`config.mk`:
```
export PLATFORM = sky130hd
export DESIGN_NAME = adsr_envelope_flat
export DESIGN_NICKNAME = d
export VERILOG_FILES = /design/src/rtl/synth_pkg.sv /design/src/rtl/adsr_envelope_if.sv /design/src/rtl/adsr_envelope_lrck_tick_gen.sv /design/src/rtl/adsr_envelope.sv /design/src/flat_wrapper.sv
export SDC_FILE = /design/constraint.sdc
export NUM_CORES = 1
export LEC_CHECK = 0
export CAP_MARGIN = 5
export CORE_UTILIZATION = 56
export CTS_BUF_LIST = sky130_fd_sc_hd__clkbuf_8
export DETAILED_ROUTE_END_ITERATION = 6
export MAX_ROUTING_LAYER = met4
export PLACE_DENSITY_LB_ADDON = 0.12
export SYNTH_ARGS = -nofsm -noshare
export SYNTH_HDL_FRONTEND = slang
export SYNTH_HIERARCHICAL = 1
export SYNTH_SLANG_ARGS = --single-unit
```
`constraint.sdc`:
```
create_clock -name clk_50 -period 6.6 [get_ports clk_50]
set_clock_uncertainty 0.05 [all_clocks]
set_input_delay 0.66 -clock clk_50 [delete_from_list [all_inputs] [get_ports clk_50]]
set_output_delay 0.66 -clock clk_50 [all_outputs]
set_load 0.01 [all_outputs]
```
`src/rtl/synth_pkg.sv`:
```
// Shared types and defaults for the synth audio path (keyboard, wavetable, envelope).
// Holds the envelope state encoding, the ENV_MAX helper and the default step sizes.
package synth_pkg;

    typedef enum logic [2:0] {
        IDLE    = 3'd0,
        ATTACK  = 3'd1,
        DECAY   = 3'd2,
        SUSTAIN = 3'd3,
        RELEASE = 3'd4
    } env_state_t;

    localparam int DEF_SAMPLE_W      = 16;
    localparam int DEF_ENV_W         = 16;
    localparam int DEF_ATTACK_STEP   = 16384;
    localparam int DEF_DECAY_STEP    = 8192;
    localparam int DEF_SUSTAIN_LVL   = 49152;
    localparam int DEF_RELEASE_STEP  = 16384;
    localparam int DEF_RELEASE_SHIFT = 6;

    // Full-scale envelope value for a given envelope width.
    function automatic longint unsigned envMax(input int envW);
        return (64'd1 << envW) - 64'd1;
    endfunction

endpackage

```
`src/rtl/adsr_envelope_if.sv`:
```
// Key and sample signals between the keyboard/wavetable side and the ADSR envelope.
// The driver side uses the master modport; the envelope block uses the slave modport.
interface adsr_envelope_if
    import synth_pkg::*;
#(
    parameter int SAMPLE_W = DEF_SAMPLE_W,
    parameter int ENV_W    = DEF_ENV_W
) ();

    logic                       keyOn;
    logic [3:0]                 keyVal;
    logic signed [SAMPLE_W-1:0] sampleIn;
    logic signed [SAMPLE_W-1:0] sampleOut;
    logic                       outValid;
    logic [ENV_W-1:0]           envLevel;
    env_state_t                 envState;

    modport master (
        output keyOn,
        output keyVal,
        output sampleIn,
        input  sampleOut,
        input  outValid,
        input  envLevel,
        input  envState
    );

    modport slave (
        input  keyOn,
        input  keyVal,
        input  sampleIn,
        output sampleOut,
        output outValid,
        output envLevel,
        output envState
    );

endinterface

```
`src/rtl/adsr_envelope_lrck_tick_gen.sv`:
```
// Brings the codec DAC LR clock into the clk_50 domain and emits one clk_50 pulse
// per frame on its rising edge.
module lrck_tick_gen (
    input  logic clk_50,
    input  logic ar,
    input  logic daclrck,
    output logic tick
);

    logic sync1_q;
    logic sync2_q;
    logic prev_q;

    // Two flops for metastability, a third to find the rising edge.
    always_ff @(posedge clk_50 or posedge ar) begin
        if (ar) begin
            sync1_q <= 1'b0;
            sync2_q <= 1'b0;
            prev_q  <= 1'b0;
        end else begin
            sync1_q <= daclrck;
            sync2_q <= sync1_q;
            prev_q  <= sync2_q;
        end
    end

    assign tick = sync2_q & ~prev_q;

endmodule

```
`src/rtl/adsr_envelope.sv`:
```
// ADSR amplitude envelope stepped once per DAC frame, scaling the wavetable sample.
// Define ADSR_EXP_RELEASE_EN for an exponential release instead of the linear one.
module adsr_envelope
    import synth_pkg::*;
#(
    parameter int SAMPLE_W      = DEF_SAMPLE_W,
    parameter int ENV_W         = DEF_ENV_W,
    parameter int ATTACK_STEP   = DEF_ATTACK_STEP,
    parameter int DECAY_STEP    = DEF_DECAY_STEP,
    parameter int SUSTAIN_LVL   = DEF_SUSTAIN_LVL,
    parameter int RELEASE_STEP  = DEF_RELEASE_STEP,
    parameter int RELEASE_SHIFT = DEF_RELEASE_SHIFT
) (
    input  logic             clk_50,
    input  logic             ar,
    input  logic             daclrck,
    adsr_envelope_if.slave   bus
);

    localparam int PROD_W = SAMPLE_W + ENV_W + 1;

    localparam logic [ENV_W:0] ENV_MAX_X   = {1'b0, {ENV_W{1'b1}}};
    localparam logic [ENV_W:0] ATTACK_X    = (ENV_W+1)'(ATTACK_STEP);
    localparam logic [ENV_W:0] DECAY_X     = (ENV_W+1)'(DECAY_STEP);
    localparam logic [ENV_W:0] SUSTAIN_X   = (ENV_W+1)'(SUSTAIN_LVL);
    localparam logic [ENV_W:0] RELEASE_X   = (ENV_W+1)'(RELEASE_STEP);

    if (longint'(SUSTAIN_LVL) > longint'(envMax(ENV_W)) ||
        longint'(RELEASE_STEP) > longint'(envMax(ENV_W)) ||
        RELEASE_SHIFT >= ENV_W) begin : gBadParams
        $error("adsr_envelope: step/level parameters out of range for ENV_W");
    end

    logic tick;

    lrck_tick_gen uTickGen (
        .clk_50  (clk_50),
        .ar      (ar),
        .daclrck (daclrck),
        .tick    (tick)
    );

    env_state_t                 state_q,     state_d;
    logic [ENV_W-1:0]           env_q,       env_d;
    logic                       pressPend_q, pressPend_d;
    logic                       relPend_q,   relPend_d;
    logic                       keyOnPrev_q;
    logic [3:0]                 keyValPrev_q;
    logic signed [SAMPLE_W-1:0] s_q;
    logic                       outValid_q;

    logic           pressNow;
    logic           relNow;
    logic           pressEff;
    logic           relEff;
    logic           active;
    logic [ENV_W:0] envX;
    logic [ENV_W:0] attackSum;
    logic [ENV_W:0] decayDiff;
    logic [ENV_W:0] relAmt;
    logic [ENV_W:0] relDiff;

    assign pressNow = bus.keyOn && (!keyOnPrev_q || (bus.keyVal != keyValPrev_q));
    assign relNow   = !bus.keyOn && keyOnPrev_q;
    assign pressEff = pressPend_q | pressNow;
    assign relEff   = relPend_q | relNow;

    assign envX      = {1'b0, env_q};
    assign attackSum = envX + ATTACK_X;
    assign decayDiff = envX - DECAY_X;
`ifdef ADSR_EXP_RELEASE_EN
    assign relAmt    = (envX >> RELEASE_SHIFT) + {{ENV_W{1'b0}}, 1'b1};
`else
    assign relAmt    = RELEASE_X;
`endif
    assign relDiff   = envX - relAmt;

    always_comb begin
        state_d     = state_q;
        env_d       = env_q;
        pressPend_d = pressEff;
        // A later press in the frame supersedes an earlier release.
        relPend_d   = pressNow ? 1'b0 : relEff;
        active      = 1'b0;

        if (tick) begin
            active      = (state_q != IDLE) || pressEff;
            pressPend_d = 1'b0;
            if (pressEff) begin
                state_d = ATTACK;
            end else if (relEff || (!bus.keyOn &&
                         (state_q == ATTACK || state_q == DECAY || state_q == SUSTAIN))) begin
                state_d   = RELEASE;
                relPend_d = 1'b0;
            end else begin
                relPend_d = 1'b0;
                unique case (state_q)
                    ATTACK: begin
                        if (attackSum >= ENV_MAX_X) begin
                            env_d   = ENV_MAX_X[ENV_W-1:0];
                            state_d = DECAY;
                        end else begin
                            env_d = attackSum[ENV_W-1:0];
                        end
                    end
                    DECAY: begin
                        if (decayDiff[ENV_W] || decayDiff <= SUSTAIN_X) begin
                            env_d   = SUSTAIN_X[ENV_W-1:0];
                            state_d = SUSTAIN;
                        end else begin
                            env_d = decayDiff[ENV_W-1:0];
                        end
                    end
                    SUSTAIN: begin
                        env_d = env_q;
                    end
                    RELEASE: begin
                        if (relDiff[ENV_W] || relDiff == '0) begin
                            env_d   = '0;
                            state_d = IDLE;
                        end else begin
                            env_d = relDiff[ENV_W-1:0];
                        end
                    end
                    default: begin
                        env_d   = '0;
                        state_d = IDLE;
                    end
                endcase
            end
        end
    end

    always_ff @(posedge clk_50 or posedge ar) begin
        if (ar) begin
            state_q      <= IDLE;
            env_q        <= '0;
            pressPend_q  <= 1'b0;
            relPend_q    <= 1'b0;
            keyOnPrev_q  <= 1'b0;
            keyValPrev_q <= '0;
            s_q          <= '0;
            outValid_q   <= 1'b0;
        end else begin
            state_q      <= state_d;
            env_q        <= env_d;
            pressPend_q  <= pressPend_d;
            relPend_q    <= relPend_d;
            keyOnPrev_q  <= bus.keyOn;
            keyValPrev_q <= bus.keyVal;
            outValid_q   <= active;
            if (active) begin
                s_q <= bus.sampleIn;
            end
        end
    end

    // s_q and env_q only move on a tick, so the scaled sample holds between frames.
    logic signed [PROD_W-1:0] product;
    logic                     unusedProdBits;

    assign product        = s_q * $signed({1'b0, env_q});
    assign unusedProdBits = ^{product[ENV_W-1:0], product[PROD_W-1]};

    assign bus.sampleOut = product[ENV_W+SAMPLE_W-1:ENV_W];
    assign bus.outValid  = outValid_q;
    assign bus.envLevel  = env_q;
    assign bus.envState  = state_q;

endmodule
```
`src/flat_wrapper.sv`:
```
// flat-port wrapper written by rule: the top's interface ports become plain ports
module adsr_envelope_flat import synth_pkg::*;
#(
    parameter int SAMPLE_W      = DEF_SAMPLE_W,
    parameter int ENV_W         = DEF_ENV_W,
    parameter int ATTACK_STEP   = DEF_ATTACK_STEP,
    parameter int DECAY_STEP    = DEF_DECAY_STEP,
    parameter int SUSTAIN_LVL   = DEF_SUSTAIN_LVL,
    parameter int RELEASE_STEP  = DEF_RELEASE_STEP,
    parameter int RELEASE_SHIFT = DEF_RELEASE_SHIFT
)
  (clk_50, ar, daclrck, bus_keyOn, bus_keyVal, bus_sampleIn, bus_sampleOut, bus_outValid, bus_envLevel, bus_envState);
  adsr_envelope_if #(.SAMPLE_W(SAMPLE_W), .ENV_W(ENV_W)) bus_i ();
  input  logic clk_50;
  input  logic ar;
  input  logic daclrck;
  input wire logic [$bits(bus_i.keyOn)-1:0] bus_keyOn;
  input wire logic [$bits(bus_i.keyVal)-1:0] bus_keyVal;
  input wire logic [$bits(bus_i.sampleIn)-1:0] bus_sampleIn;
  output wire logic [$bits(bus_i.sampleOut)-1:0] bus_sampleOut;
  output wire logic [$bits(bus_i.outValid)-1:0] bus_outValid;
  output wire logic [$bits(bus_i.envLevel)-1:0] bus_envLevel;
  output wire logic [$bits(bus_i.envState)-1:0] bus_envState;
  assign bus_i.keyOn = bus_keyOn;
  assign bus_i.keyVal = bus_keyVal;
  assign bus_i.sampleIn = bus_sampleIn;
  assign bus_sampleOut = bus_i.sampleOut;
  assign bus_outValid = bus_i.outValid;
  assign bus_envLevel = bus_i.envLevel;
  assign bus_envState = bus_i.envState;
  adsr_envelope #(.SAMPLE_W(SAMPLE_W), .ENV_W(ENV_W), .ATTACK_STEP(ATTACK_STEP), .DECAY_STEP(DECAY_STEP), .SUSTAIN_LVL(SUSTAIN_LVL), .RELEASE_STEP(RELEASE_STEP), .RELEASE_SHIFT(RELEASE_SHIFT)) u_core (.clk_50(clk_50), .ar(ar), .daclrck(daclrck), .bus(bus_i));
endmodule
```
==> impl_metrics.env, run 1 <==
export IMPL_status="finished, violations left"
export IMPL_failed_checks="negative setup slack"
export IMPL_seq_area_sq_um=852
export IMPL_cts_htree_levels=2
export IMPL_synth_ff_type="dfrtp_1"
export IMPL_clockBufferDepth=2
export IMPL_placed_area_sq_mm=0.00886
export IMPL_vias=5855
export IMPL_final_area_sq_mm=0.00942
export IMPL_numCtsBuffers=5
export IMPL_die_height_um=117
export IMPL_holdCritStartpoint="u_core/uTickGen/sync1_q"
export IMPL_peakVddDrop_mv=0.239
export IMPL_finalMaxSlewViolations=0
export IMPL_r2r_cells=7
export IMPL_hold_ws_ns=0.313
export IMPL_start_util_pct=58.0
export IMPL_max_cap_violations=0
export IMPL_setup_tns_ns=-1.82
export IMPL_antenna_found_initial=0
export IMPL_fin_ws_ns=-0.279
export IMPL_ys_seq_area_share_pct=11.5
export IMPL_finalSetupViolCount=10
export IMPL_max_slew_margin_pct=19.9
export IMPL_rsz0062_at_grt="yes"
export IMPL_dieArea_sq_mm=0.0137
export IMPL_synth_area_leader_cell="fa_1"
export IMPL_reg2reg_slack_ns=3.68
export IMPL_io_pins=60
export IMPL_critical_path_class="reg -> out"
export IMPL_final_core_util_pct=73.7
export IMPL_final_common_cell="inv_1"
export IMPL_syn_mean_instance_area_sq_um=9.21
export IMPL_rr_endpoint="u_core/s_q[4]"
export IMPL_critPathLaunchType="flip-flop"
export IMPL_leakage_nw=5.03
export IMPL_syn_nets=1050
export IMPL_drive_above_1_share_pct=23.8
export IMPL_grt_max_degree=32
export IMPL_crit_fanout=5
export IMPL_r2r_start="u_core/keyValPrev_q[2]"
export IMPL_synth_top_area_share_pct=26.5
export IMPL_syn2layout_area_growth_pct=27.2
export IMPL_clkTransAtPathRegs_ns=0.07
export IMPL_clkLatencyLatePin_ns=0.29
export IMPL_place_gp_congestion=0.898
export IMPL_synthTopCellsByArea="fa_1, ha_1, dfrtp_1"
export IMPL_root_buffer="clkbuf_8"
export IMPL_hold_depth=0
export IMPL_routed_wl_mm=16.5
export IMPL_final_cell_mix="inv_1, ha_1, buf_4, fa_1, nand2_1"
export IMPL_drc=0
export IMPL_dr_pass1_iters=4
export IMPL_min_path_type="reg -> reg"
export IMPL_num_rows=41
export IMPL_drt_iter0_markers=209
export IMPL_clock_sinks=34
export IMPL_hold_end="u_core/uTickGen/sync2_q"
export IMPL_place_ws_ns=-0.376
export IMPL_synth_async_reset_ratio_pct=100
export IMPL_worstMarginPinSlew_ns=1.20
export IMPL_grt_pass1_vias=5965
export IMPL_grt_use_total_pct=25.6
export IMPL_antenna_cells=0
export IMPL_synth_seq_cells=34
export IMPL_grt_busiest_layer="met2"
export IMPL_dp_hpwl_mm=13.6
export IMPL_nFillCells=968
export IMPL_portBuffers=59
export IMPL_routedWlPerCell_um=14.7
export IMPL_syn_cell_area_sq_mm=0.00740
export IMPL_grt_ovfl_total=0
export IMPL_ys_warn_count=6
export IMPL_worstSetupEndpointType="output pin"
export IMPL_antenna_left=0
export IMPL_core_sq_mm=0.0128
export IMPL_grt_pass1_wl_mm=26.7
export IMPL_final_hold_violation_count=0
export IMPL_use_met3_pct=2.21
export IMPL_cts_hold_buf=0
export IMPL_cp_data_required_time_ns=5.89
export IMPL_final_nets=1196
export IMPL_die_w_um=117
export IMPL_grt_met2_usage_pct=45.8
export IMPL_multiInputGateArea_sq_mm=0.00616
export IMPL_power_density_mw_per_mm2=231
export IMPL_cts_tree="built"
export IMPL_synth_distinct_cells=60
export IMPL_use_met1_pct=31.1
export IMPL_vias_per_cell=5.21
export IMPL_synth_edff_count=0
export IMPL_critPathArrivalTime_ns=6.17
export IMPL_fmax_ghz=0.145
export IMPL_min_period_ns=6.88
export IMPL_netlist_instances=804
export IMPL_finalCritPeriodShare_pct=104
## flip-flops by register name, indices dropped and copies added (netlist names)
| signal | flops |
|---|---|
| u_core/uTickGen/prev_q | 1 |
| u_core/keyOnPrev_q | 1 |
| u_core/bus.envState | 3 |
| u_core/bus.envLevel | 4 |
| u_core/pressPend_q | 1 |
| u_core/uTickGen/sync1_q | 1 |
| u_core/keyValPrev_q | 4 |
| u_core/relPend_q | 1 |
| u_core/s_q | 16 |
| u_core/bus.outValid | 1 |
| u_core/uTickGen/sync2_q | 1 |
## report_power, final
| group | switching [mW] | internal (mW) | leakage [nW] |
|---|---|---|---|
| clock | 0.0774 | 0.0838 | 0.0472 |
| sequential | 0.0291 | 0.237 | 0.408 |
| combinational | 0.926 | 0.825 | 4.58 |
## final cells by class
| type | count | share of cell area, % |
|---|---|---|
| Clock buffer | 6 | 0.877 |
| Tap cell | 172 | 2.28 |
| Inverter | 171 | 6.81 |
| Sequential cell | 34 | 9.05 |
| Timing Repair Buffer | 176 | 15.4 |
| Clock inverter | 2 | 0.133 |
| Multi-Input combinational cell | 562 | 65.4 |
## logic make-up after synthesis
kind of cell,Yosys count,share of synthesized area (%)
adder cells (fa/ha/maj),224,47.7
flip-flops,34,11.5
multiplexers,16,2.43
buffers and inverters,208,11.3
AND/OR/NAND/NOR,158,10.5
AO/OA/AOI/OAI,112,10.4
XOR/XNOR,52,6.15
## cells in the mapped netlist, drive strengths merged, types with 3 or more instances
cell	n
a21o	14
a21oi	31
a31o	3
a41oi	3
and2	29
and3	5
and4	3
buf	13
clkbuf	24
dfrtp	34
fa	98
ha	124
inv	170
mux2	16
nand2	64
nand2b	3
nand3	10
nand4	4
nor2	24
nor2b	7
nor3	4
o21a	7
o21ai	22
o21bai	5
xnor2	26
xor2	26
## worst max path at each step
stage,startpoint,end,slack [ns],cells past startpoint
after detailed placement,u_core/bus.envLevel[11],bus_sampleOut[8],-0.38,23
after CTS,u_core/bus.envLevel[11],bus_sampleOut[14],-0.21,22
final,u_core/bus.envLevel[11],bus_sampleOut[8],-0.28,21
after global placement,u_core/bus.envLevel[11],bus_sampleOut[9],-0.23,21
after global routing,u_core/bus.envLevel[11],bus_sampleOut[14],-0.44,22
after floorplan,u_core/bus.envLevel[11],bus_sampleOut[9],0.01,24
## through the flow
stage          total power, mW  std cells
6_report                  2.18       1123
3_5_place_dp              1.97       1099
4_1_cts                   2.11       1115
3_3_place_gp              1.94       1099
2_1_floorplan             1.34        804
5_1_grt                   2.39       1123
## worst max-delay path: stages, from the launching register on
cell     delay [ns]
dfrtp_2        0.47
buf_12         0.14
nand2_4        0.04
fa_1           0.54
inv_2          0.06
fa_2           0.62
ha_4           0.23
xnor2_2        0.14
fa_1           0.51
inv_2          0.04
fa_1           0.52
inv_2          0.05
fa_1           0.56
inv_2          0.06
ha_4           0.21
and4_1         0.17
a311o_2        0.46
a31o_4         0.26
a221o_1        0.34
buf_4          0.15
xor2_1         0.15
buf_2          0.16
## routing by layer
metal,vias to the layer above,share of wire (%)
met1,2885,43
met5,-,0
li1,2850,-
met2,90,52
met3,30,2.5
met4,0,2.2
## timing repair
item,in CTS,in global routing
gates resized for setup,95,45
setup buffers,8,9
setup endpoints to repair,16,16
pin swaps,36,41
(Power assumes the default switching activity.)
==> run 2: changes to the inputs <==
Settings changed: CORE_UTILIZATION 56 to 55, CTS_BUF_LIST sky130_fd_sc_hd__clkbuf_8 to not set.
==> run 2 against run 1 <==
Against the previous run: the run still ends with negative setup slack left; highest routed layer unchanged; sequential power hardly changed; die area up 1.8%; count of clock-buffer cells in the layout grew 2; register-to-register slack gained 0.17 ns.
==> impl_metrics.env, run 2 (synthesized netlist as in run 1, its figures left out) <==
export IMPL_final_nets=1211
export IMPL_drc=0
export IMPL_cpPeakStageDelay_ns=0.54
export IMPL_multiInputGateArea_sq_mm=0.00618
export IMPL_worstSetupEndpointType="output pin"
export IMPL_regMostFlops="u_core/s_q"
export IMPL_routedWlPerCell_um=14.7
export IMPL_failed_checks="negative setup slack"
export IMPL_clockBufferDepth=2
export IMPL_fmax_ghz=0.147
export IMPL_dieArea_sq_mm=0.0139
export IMPL_cts_htree_levels=2
export IMPL_routed_wl_mm=16.7
export IMPL_total_power_mw=2.26
export IMPL_critPathLaunchType="flip-flop"
export IMPL_largest_register_ff_count=16
export IMPL_clkLatencyLatePin_ns=0.27
export IMPL_numCtsBuffers=5
export IMPL_cts_hold_buf=0
export IMPL_dr_pass1_iters=5
export IMPL_grt_pass1_vias=6382
export IMPL_final_hold_violation_count=0
export IMPL_die_height_um=118
export IMPL_worstMarginPinSlew_ns=0.528
export IMPL_root_buffer="clkbuf_16"
export IMPL_clkTransAtPathRegs_ns=0.05
export IMPL_dp_hpwl_mm=13.9
export IMPL_start_util_pct=56.1
export IMPL_critPathArrivalTime_ns=6.10
export IMPL_antenna_cells=0
export IMPL_die_w_um=118
export IMPL_reg2reg_slack_ns=3.85
export IMPL_drive_above_1_share_pct=24.8
export IMPL_grt_ovfl_total=0
export IMPL_min_path_type="reg -> reg"
export IMPL_crit_fanout=5
export IMPL_core_sq_mm=0.0132
export IMPL_finalMaxSlewViolations=0
export IMPL_final_common_cell="inv_1"
export IMPL_seq_area_sq_um=852
export IMPL_min_period_ns=6.81
export IMPL_syn2layout_area_growth_pct=29.5
export IMPL_grt_pass1_wl_mm=28.3
export IMPL_critical_path_class="reg -> out"
export IMPL_status="finished, violations left"
export IMPL_grt_use_total_pct=25.5
export IMPL_final_area_sq_mm=0.00959
export IMPL_power_density_mw_per_mm2=236
export IMPL_fin_ws_ns=-0.207
export IMPL_portBuffers=59
export IMPL_max_cap_violations=0
export IMPL_leakage_nw=5.14
export IMPL_cts_tree="built"
export IMPL_cp_data_required_time_ns=5.89
export IMPL_io_pins=60
export IMPL_place_gp_congestion=0.940
export IMPL_max_slew_margin_pct=64.7
export IMPL_slowest_stage="fa_1"
export IMPL_grt_max_degree=32
export IMPL_antenna_found_initial=0
export IMPL_rsz0062_at_grt="yes"
export IMPL_peakVddDrop_mv=0.201
export IMPL_final_cell_mix="inv_1, buf_4, ha_1, fa_1, nand2_1"
export IMPL_vias=5950
export IMPL_placed_area_sq_mm=0.00892
export IMPL_drt_iter0_markers=215
export IMPL_num_rows=42
export IMPL_nFillCells=987
export IMPL_finalCritPeriodShare_pct=103
export IMPL_clock_sinks=34
export IMPL_vias_per_cell=5.21
export IMPL_antenna_left=0
export IMPL_finalSetupViolCount=10
run 2: cell count changes in the layout (fill, tap and decap cells not counted), moves of 3 or more:
cell / before / now
buf_4: 108 / 119
buf_6: 7 / 13
clkbuf_1: 0 / 3
clkbuf_16: 0 / 5
clkbuf_8: 6 / 0
inv_2: 14 / 11
run 2: what timing repair did:
action	CTS	global route
gates resized for setup	89	63
buffers inserted	13	9
setup endpoints to repair	16	16
pin swaps	41	43
run 2: critical path: cells and delay by family (launching register included):
kind | cells | cell delay [ns]
buffers and inverters | 11 | 1.18
AO/OA/AOI/OAI | 7 | 1.50
AND/OR/NAND/NOR | 1 | 0.05
flip-flops | 1 | 0.44
adder cells (fa/ha/maj) | 7 | 2.65
run 2: layout make-up:
type | count | area share [%]
clock buffer | 8 | 1.42
inverter | 171 | 6.72
multi-input combinational | 562 | 64.5
sequential | 34 | 8.89
tap | 176 | 2.30
timing repair buffer | 191 | 16.2
run 2: per-layer routing:
metal,vias to the layer above,global-route usage (%),share of wire [%]
met1,2941,31.3,44
met3,29,2.18,2.3
met4,0,6.97,2.2
met5,-,-,0
met2,102,44.8,52
li1,2878,-,-
run 2: power breakdown:
part	switching, mW	internal, mW	total [mW]
logic	0.928	0.845	1.77
clock network	0.0757	0.140	0.216
registers	0.0318	0.238	0.269
run 2: through the flow:
stage               TNS, ns  worst slack (ns)  cells  util, %  hold WS, ns
CTS                   -1.58            -0.273   1133     70.4        0.312
floorplan                 0            0.0106    804        -        0.281
detailed placement    -3.37            -0.359   1112     67.6        0.290
global placement      -2.10            -0.271   1112     67.6        0.291
finish                -1.31            -0.207   1142     72.7        0.310
global route          -3.61            -0.414   1142     72.7        0.313
run 2: final timing paths:
| path | start | to | cells past startpoint |
|---|---|---|---|
| hold / removal | u_core/uTickGen/sync1_q | u_core/uTickGen/sync2_q | 0 |
| setup reg to reg | u_core/bus.envLevel[14] | u_core/bus.envLevel[15] | 11 |
| hold reg to reg | u_core/uTickGen/sync1_q | u_core/uTickGen/sync2_q | 0 |
| min in group asynchronous | ar | u_core/uTickGen/sync2_q | 2 |
| max in group asynchronous | ar | u_core/bus.envLevel[11] | 3 |
| setup / recovery | u_core/bus.envLevel[11] | bus_sampleOut[12] | 26 |
